--- config.mk ---
export PLATFORM = sky130hd
export DESIGN_NAME = blit_pixel_op_flat
export DESIGN_NICKNAME = d
export VERILOG_FILES = /design/src/rtl/blit_pkg.sv /design/src/rtl/blit_pixel_op_if.sv /design/src/rtl/blit_skid_buffer.sv /design/src/rtl/blit_pixel_op.sv /design/src/flat_wrapper.sv
export SDC_FILE = /design/constraint.sdc
export NUM_CORES = 1
export LEC_CHECK = 0
export CAP_MARGIN = 0
export CORE_UTILIZATION = 51
export DETAILED_ROUTE_END_ITERATION = 10
export GPL_TIMING_DRIVEN = 0
export PLACE_DENSITY = 0.82
export SYNTH_ARGS = -nofsm -noshare
export SYNTH_HDL_FRONTEND = slang
export SYNTH_SLANG_ARGS = --single-unit
--- constraint.sdc ---
create_clock -name clock -period 5 [get_ports clock]
set_clock_uncertainty 0.15 [all_clocks]
set_input_delay 0.5 -clock clock [delete_from_list [all_inputs] [get_ports clock]]
set_output_delay 0.5 -clock clock [all_outputs]
set_load 0.01 [all_outputs]
--- src/rtl/blit_pkg.sv ---
// Shared types and constants for the blitter pixel-op stage.
package blit_pkg;

  localparam int unsigned BLIT_PIX_W = 8;

  typedef enum logic [1:0] {
    BLIT_COPY    = 2'd0,
    BLIT_KEY     = 2'd1,
    BLIT_FILL    = 2'd2,
    BLIT_INVFILL = 2'd3
  } blit_mode_t;

  // A key with the MSB set can never equal a zero-extended pixel.
  localparam logic [BLIT_PIX_W:0] BLIT_NO_KEY = {1'b1, BLIT_PIX_W'(0)};

endpackage

--- src/rtl/blit_pixel_op_if.sv ---
// Beat streaming bus around the pixel-op stage: input side and output side.
interface blit_pixel_op_if #(
  parameter int unsigned ADDR_W = 26,
  parameter int unsigned PIX_W  = 8,
  parameter int unsigned LANES  = 4
) ();

  logic                   in_valid;
  logic                   in_ready;
  logic [ADDR_W-1:0]      in_addr;
  logic [LANES*PIX_W-1:0] in_data;
  logic [LANES-1:0]       in_wmask;

  logic                   out_valid;
  logic                   out_ready;
  logic [ADDR_W-1:0]      out_addr;
  logic [LANES*PIX_W-1:0] out_data;
  logic [LANES-1:0]       out_wmask;

  // Environment view: feeds beats in, consumes beats out.
  modport master (
    output in_valid, in_addr, in_data, in_wmask, out_ready,
    input  in_ready, out_valid, out_addr, out_data, out_wmask
  );

  // Stage view.
  modport slave (
    input  in_valid, in_addr, in_data, in_wmask, out_ready,
    output in_ready, out_valid, out_addr, out_data, out_wmask
  );

endinterface

--- src/rtl/blit_skid_buffer.sv ---
// Two-entry skid buffer: output register plus one skid slot, order preserving,
// with a registered ready that never depends combinationally on i_ready.
module blit_skid_buffer #(
  parameter int unsigned W = 8
) (
  input  logic         clock,
  input  logic         reset_n,
  input  logic         i_valid,
  input  logic [W-1:0] i_data,
  output logic         o_ready,
  output logic         o_valid,
  output logic [W-1:0] o_data,
  input  logic         i_ready,
  output logic         o_empty_c
);

  logic         r_out_valid, r_skid_valid, r_in_ready;
  logic [W-1:0] r_out_data, r_skid_data;
  logic         w_out_valid, w_skid_valid, w_fire;
  logic [W-1:0] w_out_data, w_skid_data;

  // i_valid is only asserted when a beat was accepted while o_ready was high.
  always_comb begin
    w_out_valid  = r_out_valid;
    w_out_data   = r_out_data;
    w_skid_valid = r_skid_valid;
    w_skid_data  = r_skid_data;
    w_fire       = r_out_valid & i_ready;
    if (w_fire && r_skid_valid) begin
      w_out_data   = r_skid_data;
      w_skid_valid = 1'b0;
    end else if (w_fire || !r_out_valid) begin
      w_out_valid = i_valid;
      if (i_valid) w_out_data = i_data;
    end else if (i_valid) begin
      w_skid_valid = 1'b1;
      w_skid_data  = i_data;
    end
  end

  always_ff @(posedge clock or negedge reset_n) begin
    if (!reset_n) begin
      r_out_valid  <= 1'b0;
      r_out_data   <= '0;
      r_skid_valid <= 1'b0;
      r_skid_data  <= '0;
      r_in_ready   <= 1'b0;
    end else begin
      r_out_valid  <= w_out_valid;
      r_out_data   <= w_out_data;
      r_skid_valid <= w_skid_valid;
      r_skid_data  <= w_skid_data;
      r_in_ready   <= !w_skid_valid;
    end
  end

  assign o_ready   = r_in_ready;
  assign o_valid   = r_out_valid;
  assign o_data    = r_out_data;
  assign o_empty_c = !r_out_valid & !r_skid_valid;

endmodule

--- src/rtl/blit_pixel_op.sv ---
// Multi-lane blitter pixel operation: per-lane copy/key/fill/invfill producing
// a write mask, drop of empty beats, skid-buffered output and write/drop stats.
module blit_pixel_op
  import blit_pkg::*;
#(
  parameter int unsigned ADDR_W = 26,
  parameter int unsigned PIX_W  = 8,
  parameter int unsigned LANES  = 4,
  parameter int unsigned STAT_W = 32
) (
  input  logic              clock,
  input  logic              reset_n,
  input  blit_mode_t        cfg_mode,
  input  logic [PIX_W:0]    cfg_key,
  input  logic [PIX_W-1:0]  cfg_fg,
  input  logic              in_idle,
  output logic              out_idle,
  input  logic              stat_clear,
  output logic [STAT_W-1:0] stat_written,
  output logic [STAT_W-1:0] stat_dropped,
  blit_pixel_op_if.slave    bus
);

  localparam int unsigned PAY_W = ADDR_W + LANES * PIX_W + LANES;
  localparam int unsigned CNT_W = $clog2(LANES + 1);

  logic [LANES-1:0]       w_match, w_lane_mask;
  logic [LANES*PIX_W-1:0] w_lane_data;
  logic                   w_in_ready, w_accept, w_push, w_drop, w_fire, w_empty_c;
  logic [PAY_W-1:0]       w_out_payload;
  logic [CNT_W-1:0]       w_pop;
  logic [STAT_W:0]        w_written_sum;
  logic [STAT_W-1:0]      r_written, r_dropped;
  logic                   r_idle;

  // Per-lane colour-key compare and mode select.
  always_comb begin
    w_match     = '0;
    w_lane_mask = '0;
    w_lane_data = '0;
    for (int unsigned i = 0; i < LANES; i++) begin
      w_match[i] = ({1'b0, bus.in_data[i*PIX_W +: PIX_W]} == cfg_key);
      unique case (cfg_mode)
        BLIT_COPY: begin
          w_lane_mask[i]                 = bus.in_wmask[i];
          w_lane_data[i*PIX_W +: PIX_W] = bus.in_data[i*PIX_W +: PIX_W];
        end
        BLIT_KEY: begin
          w_lane_mask[i]                 = bus.in_wmask[i] & !w_match[i];
          w_lane_data[i*PIX_W +: PIX_W] = bus.in_data[i*PIX_W +: PIX_W];
        end
        BLIT_FILL: begin
          w_lane_mask[i]                 = bus.in_wmask[i] & !w_match[i];
          w_lane_data[i*PIX_W +: PIX_W] = cfg_fg;
        end
        BLIT_INVFILL: begin
          w_lane_mask[i]                 = bus.in_wmask[i] & w_match[i];
          w_lane_data[i*PIX_W +: PIX_W] = cfg_fg;
        end
      endcase
    end
  end

  assign w_accept = bus.in_valid & w_in_ready;
  assign w_push   = w_accept & (|w_lane_mask);
  assign w_drop   = w_accept & !(|w_lane_mask);

  blit_skid_buffer #(.W(PAY_W)) u_skid (
    .clock     (clock),
    .reset_n   (reset_n),
    .i_valid   (w_push),
    .i_data    ({bus.in_addr, w_lane_data, w_lane_mask}),
    .o_ready   (w_in_ready),
    .o_valid   (bus.out_valid),
    .o_data    (w_out_payload),
    .i_ready   (bus.out_ready),
    .o_empty_c (w_empty_c)
  );

  assign bus.in_ready = w_in_ready;
  assign {bus.out_addr, bus.out_data, bus.out_wmask} = w_out_payload;
  assign w_fire = bus.out_valid & bus.out_ready;

  always_comb begin
    w_pop = '0;
    for (int unsigned i = 0; i < LANES; i++) w_pop = w_pop + CNT_W'(bus.out_wmask[i]);
  end

  assign w_written_sum = {1'b0, r_written} + (STAT_W + 1)'(w_pop);

  // Saturating statistics; clear wins over any same-cycle increment.
  always_ff @(posedge clock or negedge reset_n) begin
    if (!reset_n) begin
      r_written <= '0;
      r_dropped <= '0;
      r_idle    <= 1'b1;
    end else begin
      r_idle <= in_idle & !bus.in_valid & w_empty_c;
      if (stat_clear) begin
        r_written <= '0;
        r_dropped <= '0;
      end else begin
        if (w_fire) r_written <= w_written_sum[STAT_W] ? '1 : w_written_sum[STAT_W-1:0];
        if (w_drop && (r_dropped != '1)) r_dropped <= r_dropped + STAT_W'(1);
      end
    end
  end

  assign stat_written = r_written;
  assign stat_dropped = r_dropped;
  assign out_idle     = r_idle;

endmodule

--- src/flat_wrapper.sv ---
// flat-port wrapper written by rule: the top's interface ports become plain ports
module blit_pixel_op_flat import blit_pkg::*;
#(
  parameter int unsigned ADDR_W = 26,
  parameter int unsigned PIX_W  = 8,
  parameter int unsigned LANES  = 4,
  parameter int unsigned STAT_W = 32
)
  (clock, reset_n, cfg_mode, cfg_key, cfg_fg, in_idle, out_idle, stat_clear, stat_written, stat_dropped, bus_in_valid, bus_in_addr, bus_in_data, bus_in_wmask, bus_out_ready, bus_in_ready, bus_out_valid, bus_out_addr, bus_out_data, bus_out_wmask);
  blit_pixel_op_if #(.ADDR_W(ADDR_W), .PIX_W(PIX_W), .LANES(LANES)) bus_i ();
  input  logic clock;
  input  logic reset_n;
  input  blit_mode_t cfg_mode;
  input  logic [PIX_W:0] cfg_key;
  input  logic [PIX_W-1:0] cfg_fg;
  input  logic in_idle;
  output logic out_idle;
  input  logic stat_clear;
  output logic [STAT_W-1:0] stat_written;
  output logic [STAT_W-1:0] stat_dropped;
  input wire logic [$bits(bus_i.in_valid)-1:0] bus_in_valid;
  input wire logic [$bits(bus_i.in_addr)-1:0] bus_in_addr;
  input wire logic [$bits(bus_i.in_data)-1:0] bus_in_data;
  input wire logic [$bits(bus_i.in_wmask)-1:0] bus_in_wmask;
  input wire logic [$bits(bus_i.out_ready)-1:0] bus_out_ready;
  output wire logic [$bits(bus_i.in_ready)-1:0] bus_in_ready;
  output wire logic [$bits(bus_i.out_valid)-1:0] bus_out_valid;
  output wire logic [$bits(bus_i.out_addr)-1:0] bus_out_addr;
  output wire logic [$bits(bus_i.out_data)-1:0] bus_out_data;
  output wire logic [$bits(bus_i.out_wmask)-1:0] bus_out_wmask;
  assign bus_i.in_valid = bus_in_valid;
  assign bus_i.in_addr = bus_in_addr;
  assign bus_i.in_data = bus_in_data;
  assign bus_i.in_wmask = bus_in_wmask;
  assign bus_i.out_ready = bus_out_ready;
  assign bus_in_ready = bus_i.in_ready;
  assign bus_out_valid = bus_i.out_valid;
  assign bus_out_addr = bus_i.out_addr;
  assign bus_out_data = bus_i.out_data;
  assign bus_out_wmask = bus_i.out_wmask;
  blit_pixel_op #(.ADDR_W(ADDR_W), .PIX_W(PIX_W), .LANES(LANES), .STAT_W(STAT_W)) u_core (.clock(clock), .reset_n(reset_n), .cfg_mode(cfg_mode), .cfg_key(cfg_key), .cfg_fg(cfg_fg), .in_idle(in_idle), .out_idle(out_idle), .stat_clear(stat_clear), .stat_written(stat_written), .stat_dropped(stat_dropped), .bus(bus_i));
endmodule
-- Yosys cells after proc, flatten, opt, wreduce, memory -nomap -nowiden
Cells that the tools add are included.
- bits of input ports: 87
- latch bits: 0
- word-level logic and storage cells: 81
- bits in read-only memories: 0
- register bits after elaboration: 192
- memories: 0
- bits in writable memories: 0
- $mul: 0
- reductions and logical operators: 24
- bitwise operators: 17
- add/sub/neg operators: 5
- mux-type cells: 19
- shift operators: 0
- divide/modulo/power cells: 0
- eq/ne operators: 8
- $lt $le $gt $ge: 0
- operators by type and width (operator ; number):
    $mux W62 ; 3
    $mux W32 ; 5
    $pmux W8 S2 ; 4
    $eq A8 B9 Y1 ; 4
    $add A32 B3 Y33 ; 1
    $add A32 B1 Y32 const B ; 1
    $ne A32 B32 Y1 const B ; 1
    $and A1 B1 Y1 ; 15
    $pmux W1 S3 ; 4
    $logic_not A1 Y1 ; 9
    $reduce_bool A2 Y1 ; 4
    $add A3 B1 Y3 ; 2
    $reduce_or A2 Y1 ; 3
    $eq A2 B2 Y1 const B ; 2
    $reduce_and A2 Y1 ; 2
    $reduce_or A4 Y1 ; 1
    $mux W1 ; 3
    $reduce_and A3 Y1 ; 1
    $add A1 B1 Y2 ; 1
    $eq A2 B1 Y1 const B ; 1
    $logic_and A1 B1 Y1 ; 2
    $logic_not A2 Y1 ; 1
    $not A1 Y1 ; 2
    $logic_or A1 B1 Y1 ; 1

-- Depth between registers and ports, before layout
Gate-level depths: netlist of run 1.
- depth after elaboration: 10
- gate-level depth with buffers: 15
- depth with buffers taken out: 14

-- Hierarchy
A second synthesis of run 1 with hierarchy kept.
- cell total of the unflattened synthesis: 1149
- area, all modules: 10656.5 sq um
- by module, submodules not included (module ; sequential area each (sq um) ; area each (sq um) ; cells an instance ; times used):
    blit_skid_buffer ; 3178.0 ; 5889.4 ; 561 ; 1
    blit_pixel_op ; 1627.8 ; 4767.1 ; 588 ; 1

-- Worst setup path after synthesis of run 1
OpenSTA, ideal clock, no wires.
- path type: register to register
- start point: register u_core.u_skid.r_out_data[0], in the netlist u_core.u_skid.o_data[0]
- end point: register u_core.r_written[3], in the netlist u_core.stat_written[3]
- arrival: 3.501 ns
- stages on the path, launching flop included: 16
- path slack: 1.255 ns
- clock period less this slack: 3.745 ns
- cells stage by stage: dfrtp_1 -> ha_1 -> inv_1 -> fa_1 -> inv_1 -> ha_1 -> inv_1 -> fa_1 -> inv_1 -> a21oi_1 -> or3_1 -> or4_1 -> buf_2 -> a21oi_1 -> nor2_1 -> a211oi_1
- word-level cells in the longest chain between the ends: 7
- RTL lines (item ; line ; source):
    start: declaration ; blit_skid_buffer.sv:18 ; logic [W-1:0] r_out_data, r_skid_data;
    start signal: assignment ; blit_skid_buffer.sv:50 ; r_out_data <= w_out_data;
    $add A1 B1 Y2 ; blit_pixel_op.sv:86 ; for (int unsigned i = 0; i < LANES; i++) w_pop = w_pop + CNT_W'(bus.out_wmask[i]);
    $add A3 B1 Y3 (2 in series) ; blit_pixel_op.sv:86 ;
    $add A32 B3 Y33 ; blit_pixel_op.sv:89 ; assign w_written_sum = {1'b0, r_written} + (STAT_W + 1)'(w_pop);
    $mux W32 (2 in series) ; blit_pixel_op.sv:103 ; if (w_fire) r_written <= w_written_sum[STAT_W] ? '1 : w_written_sum[STAT_W-1:0];
    $mux W32 ; blit_pixel_op.sv:99 ; if (stat_clear) begin
    end signal: assignment ; blit_pixel_op.sv:103 ;
    end: declaration ; blit_pixel_op.sv:33 ; logic [STAT_W-1:0] r_written, r_dropped;
Every way passes these cells. The select of a mux whose other input is x is not followed.
A chain may end at the register's enable or synchronous reset.

-- Final worst setup path of run 1
- start point: register u_core.u_skid.r_out_data[1], in the netlist u_core.u_skid.o_data[1]
- end point: register u_core.r_written[5], in the netlist u_core.stat_written[5]
Same word-level chain as after synthesis.

==> results of run 1 <==
## placed cells by master, fill, tap and decap left out, types with 17 or more instances in the layout
cell,n
clkdlybuf4s50_1,207
dfrtp_1,191
o21ai_0,107
nand2_1,104
mux2_1,58
a32oi_1,58
clkbuf_1,50
nor2_1,46
inv_1,44
a21oi_1,42
xnor2_1,29
nand3_1,28
nand4_1,23
nor3_1,22
or4_1,21
buf_2,19
and3_1,19
or3_1,17
clkbuf_16,17
## routing by layer
layer  up-vias  GRT usage, %
met3        35          6.88
met5         -             0
li1       4200             -
met1      4455          38.2
met2       447          50.4
met4         0          8.32
## how the worst max path moves through the flow
stage / start / endpoint / slack [ns] / depth (start not counted)
floorplan: u_core.u_skid.o_data[0]$_DFFE_PN0P_ / u_core.stat_written[3]$_DFFE_PN0P_ / 1.25 / 15
global placement: reset_n / u_core.u_skid.r_skid_data[42]$_DFFE_PN0P_ / -4.75 / 1
detailed placement: u_core.u_skid.o_data[1]$_DFFE_PN0P_ / u_core.stat_written[5]$_DFFE_PN0P_ / 0.83 / 14
CTS: u_core.u_skid.o_data[1]$_DFFE_PN0P_ / u_core.stat_written[5]$_DFFE_PN0P_ / 0.79 / 14
global route: u_core.u_skid.o_data[1]$_DFFE_PN0P_ / u_core.stat_written[5]$_DFFE_PN0P_ / 0.59 / 14
finish: u_core.u_skid.o_data[1]$_DFFE_PN0P_ / u_core.stat_written[5]$_DFFE_PN0P_ / 0.76 / 14
## through the flow
step	utilization, %	setup WS [ns]	cells
after floorplan	-	1.25	1017
after global placement	65.4	-4.75	1485
after detailed placement	65.6	0.829	1486
after CTS	69.0	0.786	1519
after global routing	69.0	0.594	1519
final	69.1	0.765	1520
## power breakdown
part	leakage (nW)	internal, mW	switching, mW
clock network	0.308	0.706	0.742
logic	2.57	0.941	0.941
registers	2.46	2.06	0.320
## flip-flops by register name (all words and copies together), names as in the netlist
| signal | count |
|---|---|
| u_core.u_skid.o_ready | 1 |
| u_core.u_skid.r_skid_data | 62 |
| u_core.stat_dropped | 32 |
| u_core.u_skid.o_data | 62 |
| u_core.u_skid.r_skid_valid | 1 |
| u_core.u_skid.o_valid | 1 |
| u_core.out_idle | 1 |
| u_core.stat_written | 32 |
## critical path, stage by stage (launching register included)
cell      delay [ns]
dfrtp_1         0.47
ha_1            0.31
inv_1           0.04
fa_1            0.43
inv_1           0.07
ha_1            0.16
inv_1           0.06
fa_1            0.40
inv_1           0.09
a21oi_1         0.14
or3_1           0.46
or3_1           0.43
nor2_1          0.45
nor3_1          0.18
a211oi_1        0.30
## cell type report
| cell class | count | area share, % |
|---|---|---|
| Antenna cell | 1 | 0.0192 |
| Sequential cell | 192 | 36.8 |
| Inverter | 44 | 1.27 |
| Buffer | 78 | 2.63 |
| Multi-Input combinational cell | 703 | 35.5 |
| Tap cell | 260 | 2.49 |
| Clock buffer | 17 | 3.26 |
| Clock inverter | 15 | 1.68 |
| Timing Repair Buffer | 210 | 16.3 |
## logic make-up (layout without fill, tap and decap cells)
kind of cell,Yosys count,count (layout)
mux,84,84
compound gates,258,258
xor+xnor,34,34
buf+inv,122,364
fa+ha+maj,8,8
flops,192,192
simple gates,319,319
other cells,0,1
==> impl_metrics.csv, run 1 <==
group,metric,value,unit
worst_setup_path,cp_max_fo,7,
logic_synthesis,synth_xor_area_share,2.99,%
global_routing,grt_pass1_vias,8972,
global_routing,grt_usage,29.7,%
clocking,cts_resized,0,
logic_synthesis,synth_top_family_by_area,"compound AO/OA/AOI/OAI gates",
pwr,ir_worst_vdd,0.000311,V
logic_synthesis,synth-simple-area-share,16.5,%
logic_synthesis,synth_nets,1112,
detailed_routing,drc_errors,0,
logic_synthesis,synth_most_common_cell,"dfrtp_1",
detailed_routing,wl_met1,11800,µm
detailed_routing,ant_nets,0,
worst_setup_path,arrival,4.42,ns
clocking,clk_latency,0.44,ns
detailed_routing,wl_met2,14300,µm
pwr,total_power,5.71,mW
logic_synthesis,yosys.area.top_type_share,48.0,%
global_routing,grt_first_pass_wirelength,46700,µm
worst_setup_path,worst-r2r-cell-count,14,
timing,fin_crit_sh,84.7,%
pwr,powerDensity,437,nW/µm²
clocking,cts_sinks,192,
run_status,status,"finished, final reports clean",
finish,design_area,13000,µm²
detailed_routing,drt_iter0_drc,658,
clocking,path_clk_slew,0.08,ns
clocking,cts_buffers,17,
finish,seqCellArea,4810,µm²
logic_synthesis,ys.flop_type,"dfrtp_1",
timing,slew_headroom,49.3,%
logic_synthesis,synthCells,1017,
floorplanning,core,18900,µm²
detailed_routing,via_per_inst,6.01,
timing,max_slew.worst_pin.slew,0.755,ns
timing,fmax,236,MHz
worst_setup_path,crit_required,5.19,ns
global_routing,grt_overflow,0,
detailed_routing,vias,9137,
floorplanning,io_pins,216,
logic_synthesis,netlist_area,9950,µm²
logic_synthesis,synth_compound_area_share,16.6,%
placement,dp_hpwl,21200,µm
timing,rsz0062_at_grt,"false",
worst_setup_path,start_kind,"flip-flop",
clocking,cts_tree,"built",
detailed_routing,met3WireLength,2410,µm
logic_synthesis,synth_mux_area_share,9.35,%
clocking,clockRootBuffer,"clkbuf_16",
clocking,cts_max_path_buffers,2,
finish,syn2layout_area_growth,31.1,%
timing,tns,0,ns
finish,multi_input_area,4640,µm²
timing,layout_min_cycle_time,4.24,ns
logic_synthesis,synth_common_cells,"191 x dfrtp_1, 107 x o21ai_0, 104 x nand2_1",
finish,layout.nets,1341,
timing,hold_violations,0,
min_path,whs_path_depth,2,
logic_synthesis,ys_seq_elements,192,
global_routing,grt_max_degree,103,
placement,globalplace.congestion,0.912,
pwr,p_leak,5.34,nW
min_path,min_from,"u_core.u_skid.r_skid_data[11]$_DFFE_PN0P_",
logic_synthesis,synth_adder_area_share,1.16,%
detailed_routing,drt-total-wl,29000,µm
clocking,cts_hold_buf,1,
logic_synthesis,synth_area_leaders,"dfrtp_1 48%, mux2_1 6.6%, o21ai_0 5.4%, a32oi_1 5.1%, nand2_1 3.9%",
placement,portBuffers,208,
clocking,post_cts_buffers,0,
floorplanning,rows,50,
detailed_routing,firstDrtPassIters,5,
worst_setup_path,crit_path_end_kind,"flip-flop",
timing,finalMaxSlewViolations,0,
logic_synthesis,synth-edff-count,0,
logic_synthesis,synth_area_per_cell,9.78,µm²
worst_setup_path,timing.rr.end,"u_core.stat_written[5]$_DFFE_PN0P_",
worst_setup_path,rrSetupSlack,0.76,ns
floorplanning,die_w,142,µm
logic_synthesis,synth_top_area_cell,"dfrtp_1",
worst_setup_path,crit_type,"flip-flop to flip-flop",
placement,placed_cell_area,12400,µm²
timing,setup_viol,0,
finish,drive_gt1_share,6.51,%
floorplanning,die_area,20100,µm²
min_path,whs_endpoint,"u_core.u_skid.o_data[11]$_DFFE_PN0P_",
run,cap_violations,0,
timing,hold_slack,0.342,ns
global_routing,antenna_found_initial,0,
floorplanning,die_h,142,µm
min_path,hold_class,"flip-flop to flip-flop",
worst_setup_path,reg2reg_from,"u_core.u_skid.o_data[1]$_DFFE_PN0P_",
finish,fillers,1482,
detailed_routing,highest_layer,"met4",
clocking,htreeDepth,4,
logic_synthesis,async_flop_share,100,%
detailed_routing,wire_per_inst,19.1,µm
floorplanning,start_util,52.7,%
logic_synthesis,synth.distinct_cells,48,
logic_synthesis,ys_seq_area_share,48.3,%
logic_synthesis,yosysWarnings,0,
No activity file was read; power rests on OpenSTA's default activity.
==> inputs of run 2 (changes only) <==
Clock period 5 ns to 3.95 ns, I/O delays scaled along.
==> run 2 against run 1 <==
- setup slack got worse by 0.65 ns
- first-iteration DRC count fell by 4.7%
- highest routed layer unchanged
- routed wire length rose by 0.44%
- combinational power rose by 29%
- register-to-register slack got worse by 0.65 ns
- largest cell class unchanged
- final cell count rose by 0.13%
==> impl_metrics.csv, run 2 (synthesis gave the netlist of run 1 again) <==
group,metric,value,unit
run_status,status,"finished, final reports clean",
detailed_routing,ant_nets,0,
finish,final_cell_mix,"207 x clkdlybuf4s50_1, 190 x dfrtp_1, 107 x o21ai_0",
clocking,cts_sinks,192,
global_routing,grt_first_pass_wirelength,46800,µm
global_routing,antenna_found_initial,0,
worst_setup_path,crit_required,4.13,ns
pwr,ir_worst_vdd,0.000396,V
worst_setup_path,cpPeakStageDelay,0.56,ns
global_routing,grt_pass1_vias,9009,
timing,hold_violations,0,
floorplanning,die_area,20100,µm²
finish,drive_gt1_share,7.53,%
placement,place_ws,-0.221,ns
placement,portBuffers,208,
worst_setup_path,start_kind,"flip-flop",
timing,setup_viol,0,
finish,final_common_cell,"clkdlybuf4s50_1",
timing,rsz0062_at_grt,"false",
detailed_routing,drc_errors,0,
placement,globalplace.congestion,0.912,
finish,syn2layout_area_growth,31.7,%
detailed_routing,via_per_inst,6.02,
clocking,cts_tree,"built",
clocking,cts_buffers,17,
worst_setup_path,crit_type,"flip-flop to flip-flop",
clocking,clockRootBuffer,"clkbuf_16",
pwr,total_power,7.25,mW
finish,layout.nets,1343,
timing,max_slew.worst_pin.slew,0.766,ns
detailed_routing,firstDrtPassIters,5,
detailed_routing,drt_iter0_drc,627,
min_path,hold_class,"primary input to flip-flop",
worst_setup_path,crit_path_end_kind,"flip-flop",
finish,fillers,1473,
floorplanning,rows,50,
detailed_routing,vias,9168,
pwr,p_leak,5.35,nW
timing,slew_headroom,48.5,%
timing,hold_slack,0.325,ns
clocking,htreeDepth,4,
worst_setup_path,cp_common_cell,"inv_1",
detailed_routing,wire_per_inst,19.1,µm
global_routing,grt_max_degree,103,
worst_setup_path,arrival,4.02,ns
clocking,cts_max_path_buffers,2,
detailed_routing,drt-total-wl,29100,µm
global_routing,grt_usage,29.8,%
clocking,path_clk_slew,0.08,ns
worst_setup_path,cp_cell_sequence,"ha_1 > inv_1 > fa_1 > inv_1 > ha_1 > inv_1 > fa_2 > inv_2 > a21oi_2 > or3_4 > or4_4 > buf_4 > a21oi_1 > nor2_1 > a211oi_1",
placement,dp_hpwl,21200,µm
timing,finalMaxSlewViolations,0,
timing,fin_ws,0.111,ns
placement,dp.cells,1486,
finish,final_util,69.4,%
pwr,powerDensity,554,nW/µm²
timing,fin_crit_sh,97.2,%
worst_setup_path,cpMaxStageDelayCell,"or4_4",
floorplanning,die_w,142,µm
floorplanning,die_h,142,µm
floorplanning,start_util,52.7,%
finish,layout.cells.non_filler,1522,
global_routing,grt_overflow,0,
floorplanning,io_pins,216,
timing,layout_min_cycle_time,3.84,ns
worst_setup_path,cp_max_fo,10,
floorplanning,core,18900,µm²
clocking,clk_latency,0.44,ns
run,cap_violations,0,
timing,fmax,260,MHz
==> run 2: path summary, 6_finish.rpt <==
kind                                                           startpoint                                   end  slack, ns  depth (start not counted)
worst min register to register  u_core.u_skid.r_skid_data[57]$_DFFE_PN0P_  u_core.u_skid.o_data[57]$_DFFE_PN0P_       0.34                          2
min in group asynchronous                                         reset_n   u_core.stat_written[10]$_DFFE_PN0P_       0.39                          2
max in group asynchronous                                         reset_n   u_core.u_skid.o_data[1]$_DFFE_PN0P_       2.25                          3
worst max-delay path                  u_core.u_skid.o_data[1]$_DFFE_PN0P_   u_core.stat_written[21]$_DFFE_PN0P_       0.11                         15
worst max register to register        u_core.u_skid.o_data[1]$_DFFE_PN0P_   u_core.stat_written[21]$_DFFE_PN0P_       0.11                         15
worst min-delay path                                           stat_clear    u_core.stat_dropped[2]$_DFFE_PN0P_       0.33                          3
==> run 2: per-stage QoR <==
step                TNS (ns)  instance area, µm²
floorplan                  0                9950
global placement    -1088.56               12400
detailed placement     -1.76               12400
CTS                        0               13100
global route               0               13100
finish                     0               13100
==> run 2: repair_timing <==
item                                    in CTS  in global routing
hold endpoints to repair                    89                  0
hold buffers                                 1                  0
buffers inserted                             2                  0
endpoints found under the setup margin      24                 21
gates resized for setup                      6                  8
pin swaps                                    1                  3
gates cloned                                 0                  0
==> run 2: per-layer routing <==
layer,vias up,wire length [µm],GRT usage (%)
met5,-,0,0
met4,0,490,8.55
met3,42,2450,6.92
met2,444,14300,50.4
met1,4469,11900,38.2
li1,4213,-,-
==> run 2: final cells by class <==
class	instances	area (µm²)	area share [%]
Antenna cell	1	2.50	0.0191
Buffer	78	347	2.64
Clock buffer	17	425	3.25
Clock inverter	15	219	1.67
Inverter	44	165	1.26
Multi-Input combinational cell	703	4670	35.7
Sequential cell	192	4810	36.7
Tap cell	260	325	2.48
Timing Repair Buffer	212	2140	16.3
==> run 2: report_power, final <==
part | internal (mW) | leakage (nW) | switching [mW]
combinational | 1.21 | 2.59 | 1.21
sequential | 2.60 | 2.46 | 0.394
clock | 0.893 | 0.308 | 0.938
==> run 2: critical path, delay by kind of cell (launching register included) <==
kind	cells	cell delay [ns]
AOI/OAI and AO/OA	3	0.46
adders and majority gates	4	1.23
DFF	1	0.42
buffers and inverters	5	0.45
and+or+nand+nor	3	1.04
==> inputs of run 3 (changes only) <==
Settings changed: CORE_MARGIN set to 4, SLEW_MARGIN set to 20.
==> run 3 against run 2 <==
- register-to-register slack improved by 0.06 ns
- critical endpoint is now u_core.stat_written[7]$_DFFE_PN0P_
- sequential cell count did not move
- clock-buffer cell count did not move
- largest cell class unchanged
- largest power group unchanged
==> impl_metrics.csv, run 3 (synthesis gave the netlist of run 1 again) <==
group,metric,value,unit
finish,antennaDiodeCount,0,
worst_setup_path,crit_path_end_kind,"flip-flop",
detailed_routing,firstDrtPassIters,6,
timing,layout_min_cycle_time,3.78,ns
timing,fmax,264,MHz
timing,max_slew.worst_pin.slew,0.637,ns
worst_setup_path,cpPeakStageDelay,0.46,ns
worst_setup_path,crit_type,"flip-flop to flip-flop",
clocking,htreeDepth,4,
timing,fin_crit_sh,95.7,%
worst_setup_path,timing.rr.end,"u_core.stat_written[7]$_DFFE_PN0P_",
clocking,cts_max_path_buffers,2,
finish,layout.cells.non_filler,1522,
floorplanning,core,19000,µm²
pwr,p_leak,5.36,nW
placement,dp_hpwl,21700,µm
floorplanning,io_pins,216,
clocking,cts_tree,"built",
timing,slew_headroom,57.6,%
worst_setup_path,rrSetupSlack,0.17,ns
detailed_routing,drt-total-wl,29700,µm
floorplanning,start_util,52.5,%
timing,finalMaxSlewViolations,0,
pwr,p_comb_share,33.8,%
clocking,cts_buffers,17,
placement,globalplace.congestion,0.945,
finish,final_util,69.3,%
pwr,ir_worst_vdd,0.000394,V
timing,fin_ws,0.168,ns
worst_setup_path,cpMaxStageDelayCell,"or3_1",
timing,setup_viol,0,
floorplanning,die_area,21800,µm²
detailed_routing,via_per_inst,6.04,
finish,final_cell_mix,"207 x clkdlybuf4s50_1, 190 x dfrtp_1, 107 x o21ai_0",
worst_setup_path,crit_required,4.13,ns
worst_setup_path,worst-r2r-cell-count,14,
clocking,path_clk_slew,0.08,ns
global_routing,antenna_found_initial,1,
clocking,clockRootBuffer,"clkbuf_16",
placement,placed_cell_area,12400,µm²
run,cap_violations,0,
run_status,status,"finished, final reports clean",
pwr,internal-power,4.73,mW
worst_setup_path,cp_max_fo,7,
finish,drive_gt1_share,7.92,%
placement,portBuffers,208,
global_routing,grt_first_pass_wirelength,47600,µm
worst_setup_path,reg2reg_from,"u_core.u_skid.o_data[1]$_DFFE_PN0P_",
detailed_routing,vias,9191,
global_routing,grt_overflow,0,
pwr,powerDensity,551,nW/µm²
global_routing,grt_usage,27.2,%
timing,hold_violations,0,
pwr,p_seq_share,41.5,%
finish,syn2layout_area_growth,31.9,%
finish,design_area,13100,µm²
worst_setup_path,arrival,3.97,ns
floorplanning,die_h,148,µm
floorplanning,rows,50,
clocking,clk_latency,0.44,ns
finish,layout.nets,1344,
detailed_routing,ant_nets,0,
pwr,total_power,7.23,mW
worst_setup_path,cp_cell_sequence,"ha_1 > inv_1 > fa_1 > inv_1 > ha_1 > inv_1 > fa_2 > inv_2 > a21oi_2 > or3_4 > or3_1 > nor2_4 > nor3_1 > a211oi_1",
floorplanning,die_w,148,µm
worst_setup_path,start_kind,"flip-flop",
detailed_routing,drt_iter0_drc,712,
detailed_routing,wire_per_inst,19.5,µm
worst_setup_path,cp_common_cell,"inv_1",
min_path,hold_class,"primary input to async pin",
placement,dp.cells,1487,
pwr,power.switching,2.49,mW
pwr,sw_frac_of_total,34.5,%
global_routing,grt_pass1_vias,9167,
pwr,p_clk_share,24.7,%
clocking,cts_sinks,192,
finish,final_common_cell,"clkdlybuf4s50_1",
global_routing,grt_max_degree,93,
detailed_routing,drc_errors,0,
placement,place_ws,-0.216,ns
-- run 3: how the worst max path moves through the flow --
stage	endpoint	startpoint	slack [ns]
6_report	u_core.stat_written[7]$_DFFE_PN0P_	u_core.u_skid.o_data[1]$_DFFE_PN0P_	0.17
4_1_cts	u_core.stat_written[17]$_DFFE_PN0P_	u_core.u_skid.o_data[1]$_DFFE_PN0P_	0.03
2_1_floorplan	u_core.stat_written[3]$_DFFE_PN0P_	u_core.u_skid.o_data[0]$_DFFE_PN0P_	0.20
5_1_grt	u_core.stat_written[21]$_DFFE_PN0P_	u_core.u_skid.o_data[1]$_DFFE_PN0P_	-0.001
3_3_place_gp	u_core.u_skid.o_data[43]$_DFFE_PN0P_	reset_n	-5.82
3_5_place_dp	u_core.stat_written[5]$_DFFE_PN0P_	u_core.u_skid.o_data[1]$_DFFE_PN0P_	-0.22
-- run 3: what timing repair did --
item                                    in CTS  in global routing
endpoints found under the setup margin      23                 24
pin swaps                                    1                  1
hold buffers                                 1                  0
resized for setup                            7                 13
endpoints found under the hold margin       35                  0
buffers inserted                             2                  0
-- run 3: critical path: cells and delay by family (launching register included) --
kind / cells / cell delay [ns]
buffers and inverters: 4 / 0.25
AOI/OAI and AO/OA: 2 / 0.37
DFF: 1 / 0.42
and+or+nand+nor: 4 / 1.29
adders and majority gates: 4 / 1.20
-- run 3: power by group through the flow --
| stage | Combinational, mW | Sequential [mW] | Clock (mW) |
|---|---|---|---|
| after global routing | 2.72 | 3.06 | 1.88 |
| after CTS | 2.45 | 2.99 | 1.80 |
| after global placement | 2.32 | 3.00 | 0 |
| after detailed placement | 2.40 | 3.02 | 0 |
| after floorplan | 1.10 | 3.07 | 0 |
| final | 2.44 | 3.00 | 1.79 |
-- run 3: through the flow --
step / hold slack, ns / TNS [ns]
2_1_floorplan: -0.0506 / 0
3_3_place_gp: 0.310 / -1111.33
3_5_place_dp: 0.132 / -2.04
4_1_cts: 0.280 / 0
5_1_grt: 0.293 / -0.000964
6_report: 0.274 / 0
-- run 3: area by class of cell --
cell class / instances / area (µm²)
plain buffers: 78 / 350
clock buffers: 17 / 425
clock inverters: 15 / 193
fillers: 1471 / 5830
inverters: 44 / 165
multi-input cells: 703 / 4700
flip-flops and latches: 192 / 4810
well taps: 260 / 325
repair buffers: 213 / 2170
-- run 3: metal layers --
layer / share of wire, % / wire length (µm) / vias to the layer above / GRT usage (%)
met4: 2.0 / 587 / 2 / 8.76
li1: - / - / 4208 / -
met3: 8.8 / 2630 / 63 / 7.11
met2: 49 / 14400 / 431 / 45.1
met5: 0.027 / 8 / - / 0
met1: 41 / 12100 / 4487 / 35.0
